==> src/rtl/ram_sdp_rd_stream_pkg.sv <==
// Shared types and helpers for the SDP RAM read-stream engine.
package ram_sdp_rd_stream_pkg;

    typedef enum logic [1:0] {
        ST_IDLE  = 2'd0,
        ST_RUN   = 2'd1,
        ST_DRAIN = 2'd2
    } state_t;

    // True when a newly issued read is guaranteed a free slot in the 2-entry skid buffer.
    function automatic logic issue_room(input logic [1:0] cnt, input logic inflight,
                                        input logic pop);
        logic [2:0] occ;
        occ = {1'b0, cnt} + {2'b00, inflight} - {2'b00, pop};
        return occ < 3'd2;
    endfunction

endpackage

==> src/rtl/ram_sdp_rd_stream_if.sv <==
// Command, RAM read-port and output-stream signals of the read-stream engine.
interface ram_sdp_rd_stream_if #(
    parameter int AWIDTH = 9,
    parameter int DWIDTH = 8
);
    logic [AWIDTH-1:0] cmd_addr;
    logic [AWIDTH-1:0] cmd_len;
    logic              cmd_valid;
    logic              cmd_ready;
    logic [AWIDTH-1:0] ram_rd_addr;
    logic              ram_rd_ena;
    logic [DWIDTH-1:0] ram_rd_data;
    logic [DWIDTH-1:0] out_data;
    logic              out_valid;
    logic              out_ready;
    logic              out_last;
    logic              busy;

    modport slave (
        input  cmd_addr, cmd_len, cmd_valid, ram_rd_data, out_ready,
        output cmd_ready, ram_rd_addr, ram_rd_ena, out_data, out_valid, out_last, busy
    );

    modport master (
        output cmd_addr, cmd_len, cmd_valid, ram_rd_data, out_ready,
        input  cmd_ready, ram_rd_addr, ram_rd_ena, out_data, out_valid, out_last, busy
    );
endinterface

==> src/rtl/ram_sdp_rd_skid.sv <==
// Two-entry synchronous skid FIFO with a registered head; count feeds the read-issue rule.
module ram_sdp_rd_skid #(
    parameter int WIDTH = 8
) (
    input  logic             clk,
    input  logic             rst,
    input  logic             push,
    input  logic [WIDTH-1:0] push_data,
    input  logic             pop,
    output logic [WIDTH-1:0] head,
    output logic             valid,
    output logic [1:0]       count
);
    logic [WIDTH-1:0] head_q;
    logic [WIDTH-1:0] tail_q;
    logic [1:0]       cnt_q;

    always_ff @(posedge clk) begin
        if (rst) begin
            cnt_q  <= 2'd0;
            head_q <= '0;
        end else begin
            case ({push, pop})
                2'b10: begin
                    if (cnt_q == 2'd0) head_q <= push_data;
                    else               tail_q <= push_data;
                    cnt_q <= cnt_q + 2'd1;
                end
                2'b01: begin
                    head_q <= tail_q;
                    cnt_q  <= cnt_q - 2'd1;
                end
                2'b11: begin
                    // Full buffer: shift tail forward and refill it in the same cycle.
                    if (cnt_q == 2'd2) begin
                        head_q <= tail_q;
                        tail_q <= push_data;
                    end else begin
                        head_q <= push_data;
                    end
                end
                default: ;
            endcase
        end
    end

    assign head  = head_q;
    assign valid = (cnt_q != 2'd0);
    assign count = cnt_q;
endmodule

==> src/rtl/ram_sdp_rd_stream.sv <==
// Burst read engine: RAM read port to valid/ready stream with full backpressure.
// Optional macro RAM_SDP_RD_STREAM_LAST_EN adds an out_last flag on the final word of each burst.
module ram_sdp_rd_stream
    import ram_sdp_rd_stream_pkg::*;
#(
    parameter int AWIDTH = 9,
    parameter int DWIDTH = 8
) (
    input logic                clk,
    input logic                rst,
    ram_sdp_rd_stream_if.slave bus
);
    localparam logic [AWIDTH-1:0] ONE = {{(AWIDTH-1){1'b0}}, 1'b1};

    state_t            state_q, state_d;
    logic [AWIDTH-1:0] addr_q;
    logic [AWIDTH-1:0] rem_q;
    logic              inflight_p1;
    logic              rd_ena;
    logic              pop;
    logic              buf_valid;
    logic [1:0]        buf_cnt;

`ifdef RAM_SDP_RD_STREAM_LAST_EN
    localparam int FW = DWIDTH + 1;
    logic          last_p1;
    logic [FW-1:0] push_word, head_word;

    always_ff @(posedge clk) begin
        if (rst) last_p1 <= 1'b0;
        else     last_p1 <= rd_ena && (rem_q == '0);
    end

    assign push_word    = {last_p1, bus.ram_rd_data};
    assign bus.out_last = buf_valid & head_word[DWIDTH];
`else
    localparam int FW = DWIDTH;
    logic [FW-1:0] push_word, head_word;

    assign push_word    = bus.ram_rd_data;
    assign bus.out_last = 1'b0;
`endif

    assign pop = buf_valid & bus.out_ready;

    always_comb begin
        state_d = state_q;
        rd_ena  = 1'b0;
        case (state_q)
            ST_IDLE: if (bus.cmd_valid) state_d = ST_RUN;
            ST_RUN: begin
                rd_ena = issue_room(buf_cnt, inflight_p1, pop);
                if (rd_ena && (rem_q == '0)) state_d = ST_DRAIN;
            end
            ST_DRAIN: if ((buf_cnt == 2'd0) && !inflight_p1 && !pop) state_d = ST_IDLE;
            default: state_d = ST_IDLE;
        endcase
    end

    always_ff @(posedge clk) begin
        if (rst) begin
            state_q     <= ST_IDLE;
            addr_q      <= '0;
            rem_q       <= '0;
            inflight_p1 <= 1'b0;
        end else begin
            state_q     <= state_d;
            inflight_p1 <= rd_ena;
            if ((state_q == ST_IDLE) && bus.cmd_valid) begin
                addr_q <= bus.cmd_addr;
                rem_q  <= bus.cmd_len;
            end else if (rd_ena) begin
                addr_q <= addr_q + ONE;
                rem_q  <= rem_q - ONE;
            end
        end
    end

    // RAM data lands one cycle after issue; the in-flight flag is its push strobe.
    ram_sdp_rd_skid #(.WIDTH(FW)) u_skid (
        .clk       (clk),
        .rst       (rst),
        .push      (inflight_p1),
        .push_data (push_word),
        .pop       (pop),
        .head      (head_word),
        .valid     (buf_valid),
        .count     (buf_cnt)
    );

    assign bus.cmd_ready   = (state_q == ST_IDLE);
    assign bus.busy        = (state_q != ST_IDLE);
    assign bus.ram_rd_addr = addr_q;
    assign bus.ram_rd_ena  = rd_ena;
    assign bus.out_valid   = buf_valid;
    assign bus.out_data    = head_word[DWIDTH-1:0];
endmodule

==> src/flat_wrapper.sv <==
// flat-port wrapper written by rule: the top's interface ports become plain ports
module ram_sdp_rd_stream_flat import ram_sdp_rd_stream_pkg::*;
#(
    parameter int AWIDTH = 9,
    parameter int DWIDTH = 8
)
  (clk, rst, bus_cmd_addr, bus_cmd_len, bus_cmd_valid, bus_ram_rd_data, bus_out_ready, bus_cmd_ready, bus_ram_rd_addr, bus_ram_rd_ena, bus_out_data, bus_out_valid, bus_out_last, bus_busy);
  ram_sdp_rd_stream_if #(.AWIDTH(AWIDTH), .DWIDTH(DWIDTH)) bus_i ();
  input logic clk;
  input logic rst;
  input wire logic [$bits(bus_i.cmd_addr)-1:0] bus_cmd_addr;
  input wire logic [$bits(bus_i.cmd_len)-1:0] bus_cmd_len;
  input wire logic [$bits(bus_i.cmd_valid)-1:0] bus_cmd_valid;
  input wire logic [$bits(bus_i.ram_rd_data)-1:0] bus_ram_rd_data;
  input wire logic [$bits(bus_i.out_ready)-1:0] bus_out_ready;
  output wire logic [$bits(bus_i.cmd_ready)-1:0] bus_cmd_ready;
  output wire logic [$bits(bus_i.ram_rd_addr)-1:0] bus_ram_rd_addr;
  output wire logic [$bits(bus_i.ram_rd_ena)-1:0] bus_ram_rd_ena;
  output wire logic [$bits(bus_i.out_data)-1:0] bus_out_data;
  output wire logic [$bits(bus_i.out_valid)-1:0] bus_out_valid;
  output wire logic [$bits(bus_i.out_last)-1:0] bus_out_last;
  output wire logic [$bits(bus_i.busy)-1:0] bus_busy;
  assign bus_i.cmd_addr = bus_cmd_addr;
  assign bus_i.cmd_len = bus_cmd_len;
  assign bus_i.cmd_valid = bus_cmd_valid;
  assign bus_i.ram_rd_data = bus_ram_rd_data;
  assign bus_i.out_ready = bus_out_ready;
  assign bus_cmd_ready = bus_i.cmd_ready;
  assign bus_ram_rd_addr = bus_i.ram_rd_addr;
  assign bus_ram_rd_ena = bus_i.ram_rd_ena;
  assign bus_out_data = bus_i.out_data;
  assign bus_out_valid = bus_i.out_valid;
  assign bus_out_last = bus_i.out_last;
  assign bus_busy = bus_i.busy;
  ram_sdp_rd_stream #(.AWIDTH(AWIDTH), .DWIDTH(DWIDTH)) u_core (.clk(clk), .rst(rst), .bus(bus_i));
endmodule
==> config.mk <==
export PLATFORM = sky130hd
export DESIGN_NAME = ram_sdp_rd_stream_flat
export DESIGN_NICKNAME = d
export VERILOG_FILES = /design/src/rtl/ram_sdp_rd_stream_pkg.sv /design/src/rtl/ram_sdp_rd_stream_if.sv /design/src/rtl/ram_sdp_rd_skid.sv /design/src/rtl/ram_sdp_rd_stream.sv /design/src/flat_wrapper.sv
export SDC_FILE = /design/constraint.sdc
export NUM_CORES = 1
export LEC_CHECK = 0
export ABC_CLOCK_PERIOD_IN_PS = 2740
export BUFFER_PORTS_ARGS = -buffer_cell sky130_fd_sc_hd__buf_2
export CORE_MARGIN = 8
export CORE_UTILIZATION = 48
export DETAILED_ROUTE_END_ITERATION = 10
export PLACE_DENSITY = 0.75
export SLEW_MARGIN = 25
export SYNTH_ARGS = -nofsm -noshare
export SYNTH_HDL_FRONTEND = slang
export SYNTH_HIERARCHICAL = 1
export SYNTH_SLANG_ARGS = --single-unit
==> constraint.sdc <==
create_clock -name clk -period 2.74 [get_ports clk]
set_input_delay 0 -clock clk [delete_from_list [all_inputs] [get_ports clk]]
set_output_delay 0 -clock clk [all_outputs]
set_load 0.1 [all_outputs]
After elaboration in Yosys (flattened, before gate mapping) --
Index checks and enable logic that the tools add are counted.
Operators by class: magnitude comparators 1, $add $sub $neg 6, equal/unequal tests 12, reductions and logical operators 18, bitwise gates (word level) 2, muxes and demuxes 16
Operators by type and width (count):
- 2-to-1 mux 9 bit | 4
- 2-to-1 mux 8 bit | 4
- case mux 8 bit (3 select lines) | 1
- case mux 8 bit (2 select lines) | 1
- nonzero test 2 bit | 5
- adder 9 x 1 -> 9 bit (second input constant) | 1
- zero test 9 bit | 1
- subtractor 9 x 1 -> 9 bit (second input constant) | 1
- == test 2 bit (second input constant) | 4
- 2-to-1 mux 2 bit | 3
- inequality test 2 x 1 -> 1 bit (second input constant) | 3
- inequality test 2 bit (second input constant) | 3
- case mux 2 bit (3 select lines) | 1
- == test 2 x 1 -> 1 bit (second input constant) | 2
- logical AND 1 bit | 4
- zero test 2 bit | 2
- case mux 2 bit (2 select lines) | 1
- AND reduction 4 bit | 1
- adder 2 x 1 -> 3 bit | 1
- < comparator 3 x 2 -> 1 bit (second input constant) | 1
- AND reduction 3 bit | 1
- nonzero test 3 bit | 1
- subtractor 3 x 1 -> 3 bit | 1
- adder 2 x 1 -> 2 bit (second input constant) | 1
- other kinds (6) | 7
Storage, ports and cells: output and inout bits 22, register bits 39, bits of input ports 30

Longest topological paths before layout --
Gate-level depths: netlist of run 1.
word-level depth 7, gate-level depth with buffers 11, depth with buffers taken out 10

Modules after synthesis --
The synthesis of run 1 kept the hierarchy.
By module, submodules not included:
- ram_sdp_rd_stream | cells an instance 142, instances 1, sequential area each 420.4 um2, area each 1218.7 um2
- ram_sdp_rd_skid | cells an instance 89, instances 1, sequential area each 440.4 um2, area each 975.9 um2

Worst setup path before layout of run 1 --
OpenSTA, ideal clock, no wires.
path type flip-flop to flip-flop, start reg u_core.u_skid.cnt_q[0] (netlist: u_core/u_skid/count[0]), end reg u_core.addr_q[2] (netlist: u_core/bus.ram_rd_addr[2]), setup time 0.091 ns, clock period less this slack 3.192 ns, setup slack -0.452 ns, required time 2.649 ns, cell stages (with the launch flop) 12, arrival time 3.100 ns, path through dfxtp_1 buf_2 or2_2 nand2_1 xnor2_1 nand2_1 fa_1 nand3b_4 or2_4 inv_2 a211oi_1 a311oi_1
Between the ends: word-level cells in the longest chain between the ends 6
Ends and longest elaborated chain:
- start: declaration | RTL line ram_sdp_rd_skid.sv:16 | logic [1:0] cnt_q;
- start signal: assignment | RTL line ram_sdp_rd_skid.sv:27 | cnt_q <= cnt_q + 2'd1;
- start signal: assignment | RTL line ram_sdp_rd_skid.sv:31 | cnt_q <= cnt_q - 2'd1;
- nonzero test 2 bit | RTL line ram_sdp_rd_skid.sv:48 | assign valid = (cnt_q != 2'd0);
- net bus_out_valid | RTL line flat_wrapper.sv:20 | output wire logic [$bits(bus_i.out_valid)-1:0] bus_out_valid;
- AND 1 bit | RTL line ram_sdp_rd_stream.sv:44 | assign pop = buf_valid & bus.out_ready;
- subtractor 3 x 1 -> 3 bit | RTL line ram_sdp_rd_stream_pkg.sv:14 | occ = {1'b0, cnt} + {2'b00, inflight} - {2'b00, pop};
- < comparator 3 x 2 -> 1 bit | RTL line ram_sdp_rd_stream_pkg.sv:15 | return occ < 3'd2;
- 2-to-1 mux 1 bit | RTL line ram_sdp_rd_stream.sv:49 | case (state_q)
- net bus_ram_rd_ena | RTL line flat_wrapper.sv:18 | output wire logic [$bits(bus_i.ram_rd_ena)-1:0] bus_ram_rd_ena;
- nonzero test 2 bit (no source line)
- end signal: assignment | RTL line ram_sdp_rd_stream.sv:70 | addr_q <= bus.cmd_addr;
- end signal: assignment | RTL line ram_sdp_rd_stream.sv:73 | addr_q <= addr_q + ONE;
- end: declaration | RTL line ram_sdp_rd_stream.sv:16 | logic [AWIDTH-1:0] addr_q;
The timed path passes the listed nets, and every way through them passes these cells. A chain may end at the register's enable or synchronous reset.

Worst setup path after layout of run 1 --
start reg u_core.u_skid.cnt_q[1] (netlist: u_core/u_skid/count[1]), end reg u_core.rem_q[5]
Between the ends: word-level cells in the longest chain between the ends 6
Ends and longest elaborated chain:
- parallel branches: the longest is 2 deep, another holds adder 2 x 1 -> 3 bit
- subtractor 3 x 1 -> 3 bit (*) | RTL line ram_sdp_rd_stream_pkg.sv:14
- < comparator 3 x 2 -> 1 bit (*) | RTL line ram_sdp_rd_stream_pkg.sv:15
- 2-to-1 mux 1 bit (*) | RTL line ram_sdp_rd_stream.sv:49
- nonzero test 2 bit (no source line) (*)
- end signal: assignment | RTL line ram_sdp_rd_stream.sv:71 | rem_q <= bus.cmd_len;
- end signal: assignment | RTL line ram_sdp_rd_stream.sv:74 | rem_q <= rem_q - ONE;
- end: declaration | RTL line ram_sdp_rd_stream.sv:17 | logic [AWIDTH-1:0] rem_q;
Mark *: on every way between the ends.

==> metrics.txt, run 1 <==
Clock Path Buffers=2; Total GRT Usage=0.153; Post-DP Area=about 2500 um2; Leak Pwr=1.16 nW; Core Region=4380 um2; flop2flop setup slack=0.04 ns; CTS tree=yes; Routability Congestion=between 0.7 and 0.8; # diodes=0; type of the most critical hold path=primary input to register; antenna-violating nets left=0; Clock transition at path regs=approximately 0.080 ns; count of final hold-check violations=0; share of flip-flops with an asynchronous set or reset=0; Pins Over Slew Limit=0; width of the die=approximately 84 um; Layout Skew=0.00490 ns; wire per inst=15.6 um; Post-synth EDFFs=8; Mapped Avg Cell Area=9.50 um2; Design Power=~3.3 mW; largest area contributor in the netlist=dfxtp_1; Finished Layout Cells=355; Skew-Pair Late Insertion Delay=0.29 ns; Slew headroom=0.552; # DRC=0; first-pass iteration count of the detailed router=4; largest net degree at the start of global routing=31; H-tree Lvls=2; Num CTS Buffers=5; HPWL after DPL=3810 um; routed vias=2,046; fin crit share=0.985; layout overhead on the synthesized area=32.4%; outcome=finished, final reports clean; Design Area, Final=2910 um2; Final #Nets=339; Mapped Area=around 2200 um2; CTS sink count=39; Max Clk Rate=371 MHz; synth top area cells=dfxtp_1 (28%), edfxtp_1 (11%), a311oi_2 (4.8%); initial core utilization=0.501; Yosys top cell area share=0.283; layout cells sized above 1=0.327; Post-Synthesis Cells=231; Port Buffer Count=50; Worst Setup Slack, final=between 0.04 and 0.05 ns; Peak supply drop=between 0.0008 and 0.0009 V; Yosys reg bits=39; WS Path Type=register to register; worst slew pin tran=0.672 ns; fin crit period=between 2 and 3 ns; Post-Syn Nets=about 270; final WL=between 5000 and 6000 um; CP startpoint kind=register; RSZ-0062 raised after global routing=true; Clock Tree Root=clkbuf_8; Fin Setup TNS=0 ns; Die Y=83.6 um; global-route wire length before repair=9230 um; pre-CTS WS=between 0.05 and 0.06 ns; initial antenna violation count=0; Ys Warns=6; Synth cell types=58; Final Setup Violations=0; detailed-route vias per instance=5.76; Rows=24; critical path arrival=2.91 ns; full die area=6990 um2; Seq/Total Area, Yosys=0.392; Critical Path End Type=register; predominant post-synthesis flop cell=dfxtp_1; grt ovf=0; P per Cell Area=1150 nW/um2; number of global-route vias before repair=between 2,000 and 2,500; Inst Count DP=322; number of I/O pins=52; total of max-cap violations=0; First DRT Iteration DRCs=73; critical path data required time=2.95 ns; crit path max fanout=4
-- worst max-delay path, stage by stage, from the launching register on --
cell	delay (ns)
dfxtp_2	0.33
or2_4	0.26
nand2_4	0.09
xnor2_2	0.11
nand2_2	0.08
fa_2	0.61
nand3b_4	0.11
or2_4	0.26
or4b_4	0.51
a311oi_2	0.25
-- Yosys cell counts, types with 8 or more instances --
library cell,number
edfxtp_1,8
a21oi_1,14
nor4_1,8
o21ai_0,12
nor3b_1,9
nor2_1,17
nand2_1,10
xnor2_1,8
clkbuf_1,9
dfxtp_1,31
a211oi_1,9
-- final timing paths --
| path | to | startpoint | cells past startpoint |
|---|---|---|---|
| worst max-delay path | u_core/rem_q[5] | u_core/u_skid/count[1] | 9 |
| worst min-delay path | u_core/bus.ram_rd_addr[3] | bus_cmd_addr[3] | 3 |
| worst max register to register | u_core/rem_q[5] | u_core/u_skid/count[1] | 9 |
| worst min register to register | u_core/rem_q[0] | u_core/rem_q[0] | 2 |
-- cell usage in the layout, fill, tap and decap left out, types with 4 or more instances in the layout --
master         instances
buf_2                 49
dfxtp_1               29
dlygate4sd3_1         21
nor2_1                17
a21oi_1               14
o21ai_0               12
buf_4                 11
a211oi_1               9
nor3b_1                9
nand2_1                8
nor4_1                 8
a311oi_2               8
edfxtp_1               8
inv_1                  7
xnor2_1                7
a31oi_1                7
ha_1                   6
clkbuf_8               5
nand3_1                5
a311oi_1               5
nor3_1                 4
-- final cells by class --
| class | instances | area [um2] |
|---|---|---|
| Inverter | 8 | 32.5 |
| Clock inverter | 3 | 67.6 |
| Fill cell | 349 | 1480 |
| Clock buffer | 5 | 68.8 |
| Multi-Input combinational cell | 165 | 1240 |
| Sequential cell | 39 | 863 |
| Timing Repair Buffer | 83 | 564 |
| Tap cell | 52 | 65.1 |
-- cell families after synthesis --
| logic type | after synthesis | share of synthesized area |
|---|---|---|
| AND/OR/NAND/NOR | 76 | 0.210 |
| multiplexers | 2 | 0.00912 |
| AO/OA/AOI/OAI | 69 | 0.236 |
| other | 1 | 0.00171 |
| adder cells (fa/ha/maj) | 7 | 0.0433 |
| flip-flops | 39 | 0.392 |
| XOR/XNOR | 10 | 0.0399 |
| buffers and inverters | 27 | 0.0678 |
-- state kept, by name (all words and copies together) (netlist names) --
signal and count:
u_core/u_skid/head 8, u_core/bus.ram_rd_addr 9, u_core/u_skid/count 2, u_core/state_q 2, u_core/rem_q 9, u_core/u_skid/tail_q 8
u_core/inflight_p1 1
-- timing repair --
action	4_1_cts	5_1_grt
hold buffers	21	0
setup endpoints to repair	1	3
endpoints found under the hold margin	21	0
gates resized for setup	2	8
buffers inserted	0	4
pin swaps	0	6
-- power by group --
group | switching [mW] | total [mW] | internal [mW]
clock network | 0.214 | 0.577 | 0.363
registers | 0.106 | 0.828 | 0.722
logic | 1.35 | 1.94 | 0.593
total | 1.67 | 3.35 | 1.68
-- metrics by stage --
stage	hold slack [ns]	utilization
3_3_place_gp	0.205	0.567
5_1_grt	0.0397	0.663
3_5_place_dp	0.205	0.567
6_report	0.0248	0.663
2_1_floorplan	0.0989	-
4_1_cts	0.0180	0.647
-- layer usage --
metal | global-route usage | up-vias | wire (um)
met3 | 0.0439 | 10 | 259
li1 | - | 1013 | -
met2 | 0.259 | 55 | 2730
met1 | 0.174 | 968 | 2450
met4 | 0.0628 | 0 | 108
met5 | 0 | - | 0
Power figures use the tool's default switching activity.
==> run 2, diff against run 1 <==
--- a/config.mk
+++ b/config.mk
@@ -7,6 +7,7 @@
 export LEC_CHECK = 0
 export ABC_CLOCK_PERIOD_IN_PS = 2740
 export BUFFER_PORTS_ARGS = -buffer_cell sky130_fd_sc_hd__buf_2
+export CORE_ASPECT_RATIO = 1.2
 export CORE_MARGIN = 8
 export CORE_UTILIZATION = 48
 export DETAILED_ROUTE_END_ITERATION = 10
==> metrics.txt, run 2 (synthesized netlist as in run 1, its figures left out) <==
outcome=finished, final reports clean; Crit path buffers/inverters=0; Peak supply drop=0.000859 V; Final Setup Violations=0; total of max-cap violations=0; H-tree Lvls=2; layout cells sized above 1=0.311; Skew-Pair Late Insertion Delay=0.29 ns; initial core utilization=0.488; CP startpoint kind=register; Clock transition at path regs=around 0.080 ns; Rows=27; HPWL after DPL=3930 um; Design Area, Final=2800 um2; CP most frequent cell=or2_4; worst slew pin tran=approximately 0.70 ns; largest net degree at the start of global routing=31; most frequent cells in the layout=buf_2 (49), dfxtp_1 (29), dlygate4sd3_1 (18); count of final hold-check violations=0; post-layout util=0.622; r2r worst-path depth=9; width of the die=77.7 um; Core Region=4490 um2; Max Clk Rate=372 MHz; number of I/O pins=52; first-pass iteration count of the detailed router=4; Largest delay share family, worst path=simple AND/OR/NAND/NOR gates; antenna-violating nets left=0; WS Path Type=register to register; Post-DP Area=about 2500 um2; First DRT Iteration DRCs=75; type of the most critical hold path=primary input to register; switching fraction of total power=0.530; P per Cell Area=1120 nW/um2; Final #Nets=roughly 330; grt ovf=0; CTS sink count=39; FF-to-FF Start=u_core/u_skid/count[0]; detailed-route vias per instance=5.62; critical path arrival=2.89 ns; Layout Skew=0.00871 ns; crit path max fanout=8; min-delay src=bus_cmd_addr[0]; Num CTS Buffers=5; RSZ-0062 raised after global routing=true; hold_ws=0.00254 ns; Worst Setup Slack, final=0.0530 ns; CTS tree=yes; # diodes=0; Setup Fix Bufs, Post-CTS=0; number of global-route vias before repair=2,048; global-route wire length before repair=9180 um; Die Y=90.1 um; layout overhead on the synthesized area=27.4%; wire per inst=15.3 um; fin crit share=0.981; flop2flop setup slack=approximately 0.053 ns; Reg power frac=0.267; initial antenna violation count=0; Critical Path End Type=register; Hold Path Depth=3; worst path cell trace=or2_4 > nand2_4 > xnor2_1 > nand2_1 > fa_1 > nand3b_4 > or2_4 > or4b_4 > a311oi_2; final WL=5430 um; fin crit period=2.69 ns; Pins Over Slew Limit=0; Cell Int Power=1.47 mW; max incr delay on CP=roughly 0.63 ns; Routability Congestion=0.788; Comb power frac=0.611; # DRC=0; Clock Tree Root=clkbuf_8; routed vias=1,989; critical path data required time=2.94 ns; Switch Pwr=1.65 mW; Slew headroom=0.536; Clock Path Buffers=2; sink of the worst hold path=u_core/bus.ram_rd_addr[0]; most common cell after layout, fill and taps aside=buf_2; clock power share=0.122; full die area=7000 um2; Crit-path slowest cell=fa_1; Total GRT Usage=0.156; Fin Setup TNS=0 ns; Leak Pwr=1.10 nW; pre-CTS WS=0.0699 ns; Port Buffer Count=50; R2R Path End=u_core/rem_q[5]
[run 2: cell types whose count changed in the layout (fill, tap and decap cells not counted), sizes merged]
cell	delta
inv	+1
clkinvlp	-1
dlygate4sd3	-3
clkinv	+1
buf	-4
bufinv	-2
clkbuf	+1
[run 2: layer usage]
| layer | routed length, um | vias up | global-route usage |
|---|---|---|---|
| met4 | 40 | 0 | 0.0521 |
| li1 | - | 992 | - |
| met3 | 322 | 4 | 0.0578 |
| met2 | 2760 | 64 | 0.276 |
| met5 | 0 | - | 0 |
| met1 | 2310 | 929 | 0.164 |
[run 2: worst max-delay path by stage]
| stage | start | to | slack, ns | cells past startpoint |
|---|---|---|---|---|
| 3_5_place_dp | u_core/u_skid/count[0] | u_core/rem_q[5] | 0.07 | 9 |
| 4_1_cts | u_core/u_skid/count[0] | u_core/rem_q[5] | 0.03 | 9 |
| 6_report | u_core/u_skid/count[0] | u_core/rem_q[5] | 0.05 | 9 |
| 2_1_floorplan | u_core/u_skid/count[0] | u_core/rem_q[5] | -0.13 | 10 |
| 3_3_place_gp | u_core/u_skid/count[0] | u_core/rem_q[5] | 0.17 | 9 |
| 5_1_grt | u_core/u_skid/count[0] | u_core/rem_q[5] | -0.04 | 9 |
[run 2: worst reg2reg max path, cell delays in order, from the launching register on]
cell,delay (ns)
dfxtp_2,0.32
or2_4,0.26
nand2_4,0.08
xnor2_1,0.11
nand2_1,0.09
fa_1,0.63
nand3b_4,0.09
or2_4,0.28
or4b_4,0.49
a311oi_2,0.25
[run 2: area by class of cell]
| class | count | area, um2 |
|---|---|---|
| multi-input combinational | 165 | 1240 |
| fill | 391 | 1700 |
| sequential | 39 | 863 |
| tap | 58 | 72.6 |
| clock inverter | 2 | 11.3 |
| clock buffer | 6 | 72.6 |
| inverter | 8 | 32.5 |
| timing repair buffer | 76 | 505 |
[run 2: repair_timing]
item                                   CTS  global route
gates resized for setup                  0             4
endpoints found under the hold margin   18             0
setup endpoints to repair                0             2
hold buffers                            18             0
[run 2: power by group through the flow]
stage                     clock (mW)  sequential [mW]  combinational (mW)
after global placement             0            0.831                1.84
after CTS                      0.391            0.827                1.89
after detailed placement           0            0.838                1.87
after floorplan                    0             1.36                1.06
final                          0.381            0.831                1.91
after global routing           0.415            0.849                2.03
[run 2: through the flow]
| stage | power, mW | std cells |
|---|---|---|
| floorplan | 2.42 | 231 |
| global placement | 2.67 | 328 |
| detailed placement | 2.71 | 328 |
| CTS | 3.11 | 354 |
| global route | 3.29 | 354 |
| finish | 3.12 | 354 |
==> run 3, diff against run 2 <==
--- a/config.mk
+++ b/config.mk
@@ -12,6 +12,7 @@
 export CORE_UTILIZATION = 48
 export DETAILED_ROUTE_END_ITERATION = 10
 export PLACE_DENSITY = 0.75
+export REMOVE_ABC_BUFFERS = 1
 export SLEW_MARGIN = 25
 export SYNTH_ARGS = -nofsm -noshare
 export SYNTH_HDL_FRONTEND = slang
==> metrics.txt, run 3 (synthesized netlist as in run 1, its figures left out) <==
worst path cell trace=or2_2 > nand2_2 > xnor2_1 > nand2_1 > fa_1 > nand3b_4 > or2_4 > buf_4 > o31a_1 > a311oi_1; fin crit share=0.946; Max Clk Rate=386 MHz; critical path arrival=~2.8 ns; detailed-route vias per instance=5.58; critical path data required time=2.94 ns; Total GRT Usage=0.160; Design Power=3.08 mW; layout cells sized above 1=0.291; # diodes=0; Final #Nets=335; Clock transition at path regs=~0.08 ns; type of the most critical hold path=primary input to register; Critical Path End Type=register; layout overhead on the synthesized area=26.9%; count of final hold-check violations=0; HPWL after DPL=3790 um; Design Area, Final=approximately 2800 um2; first-pass iteration count of the detailed router=4; Leak Pwr=1.10 nW; Core Region=between 4000 and 5000 um2; width of the die=77.7 um; number of global-route vias before repair=between 2,000 and 2,500; Layout Skew=0.00691 ns; max incr delay on CP=0.55 ns; antenna-violating nets left=0; most frequent cells in the layout=buf_2 (49), dfxtp_1 (31), dlygate4sd3_1 (21); RSZ-0062 raised after global routing=false; Crit-path slowest cell=fa_1; Num CTS Buffers=5; Slew headroom=0.560; wire per inst=around 16 um; Die Y=between 90 and 100 um; Peak supply drop=0.000809 V; outcome=finished, final reports clean; First DRT Iteration DRCs=106; global-route wire length before repair=9410 um; P per Cell Area=between 1000 and 1500 nW/um2; CTS sink count=39; most common cell after layout, fill and taps aside=buf_2; initial antenna violation count=0; grt ovf=0; Clock Path Buffers=2; number of I/O pins=52; WS Path Type=register to register; Routability Congestion=0.800; full die area=7000 um2; final WL=5540 um; H-tree Lvls=2; Inst Count DP=328; Pins Over Slew Limit=0; Port Buffer Count=50; post-layout util=0.620; Final Setup Violations=0; Skew-Pair Late Insertion Delay=0.29 ns; crit path max fanout=12; initial core utilization=0.488; worst slew pin tran=0.660 ns; Rows=27; Finished Layout Cells=357; Fin Setup TNS=0 ns; Setup Fix Bufs, Post-CTS=0; Clock Tree Root=clkbuf_8; CTS tree=yes; # DRC=0; routed vias=1,993; largest net degree at the start of global routing=31; Post-DP Area=2470 um2; CP startpoint kind=register; total of max-cap violations=0; fin crit period=2.59 ns
[run 3: power by group]
group          internal [mW]  switching (mW)
Combinational          0.545            1.32
Sequential             0.720           0.107
Clock                  0.179           0.208
[run 3: through the flow]
step / setup slack [ns] / hold WS [ns]
3_3_place_gp: 0.160 / 0.201
3_5_place_dp: 0.108 / 0.203
6_report: 0.147 / 0.0153
5_1_grt: 0.0147 / 0.00338
4_1_cts: 0.0582 / 0.000157
2_1_floorplan: -0.654 / 0.0679
[run 3: what timing repair did]
action                     in CTS  in global routing
hold endpoints to repair       21                  0
setup endpoints to repair       0                  7
resized for setup               0                  5
hold buffers                   21                  0
[run 3: critical path: cells and delay by family (launching register included)]
| family | cells | cell delay [ns] |
|---|---|---|
| fa+ha+maj | 1 | 0.55 |
| xor+xnor | 1 | 0.12 |
| compound gates | 2 | 0.53 |
| flops | 1 | 0.31 |
| buf+inv | 1 | 0.18 |
| simple gates | 5 | 0.81 |
[run 3: metal layers]
layer,global-route usage,routed length [um],vias up
met5,0,0,-
met4,0.0584,61,0
met3,0.0528,316,5
met2,0.278,2800,41
met1,0.172,2370,942
li1,-,-,1005
[run 3: cell type report]
type	instances	area, um2
clock inverter	2	11.3
tap	58	72.6
clock buffer	6	72.6
multi-input combinational	165	1200
inverter	8	32.5
sequential	39	861
fill	389	1710
timing repair buffer	79	536
[run 3: final timing paths]
path	cells past startpoint	slack, ns	from	endpoint
hold reg to reg	1	0.50	u_core/rem_q[8]	u_core/rem_q[8]
hold / removal	3	0.02	bus_cmd_len[3]	u_core/rem_q[3]
setup / recovery	10	0.15	u_core/u_skid/count[1]	u_core/rem_q[8]
setup reg to reg	10	0.15	u_core/u_skid/count[1]	u_core/rem_q[8]
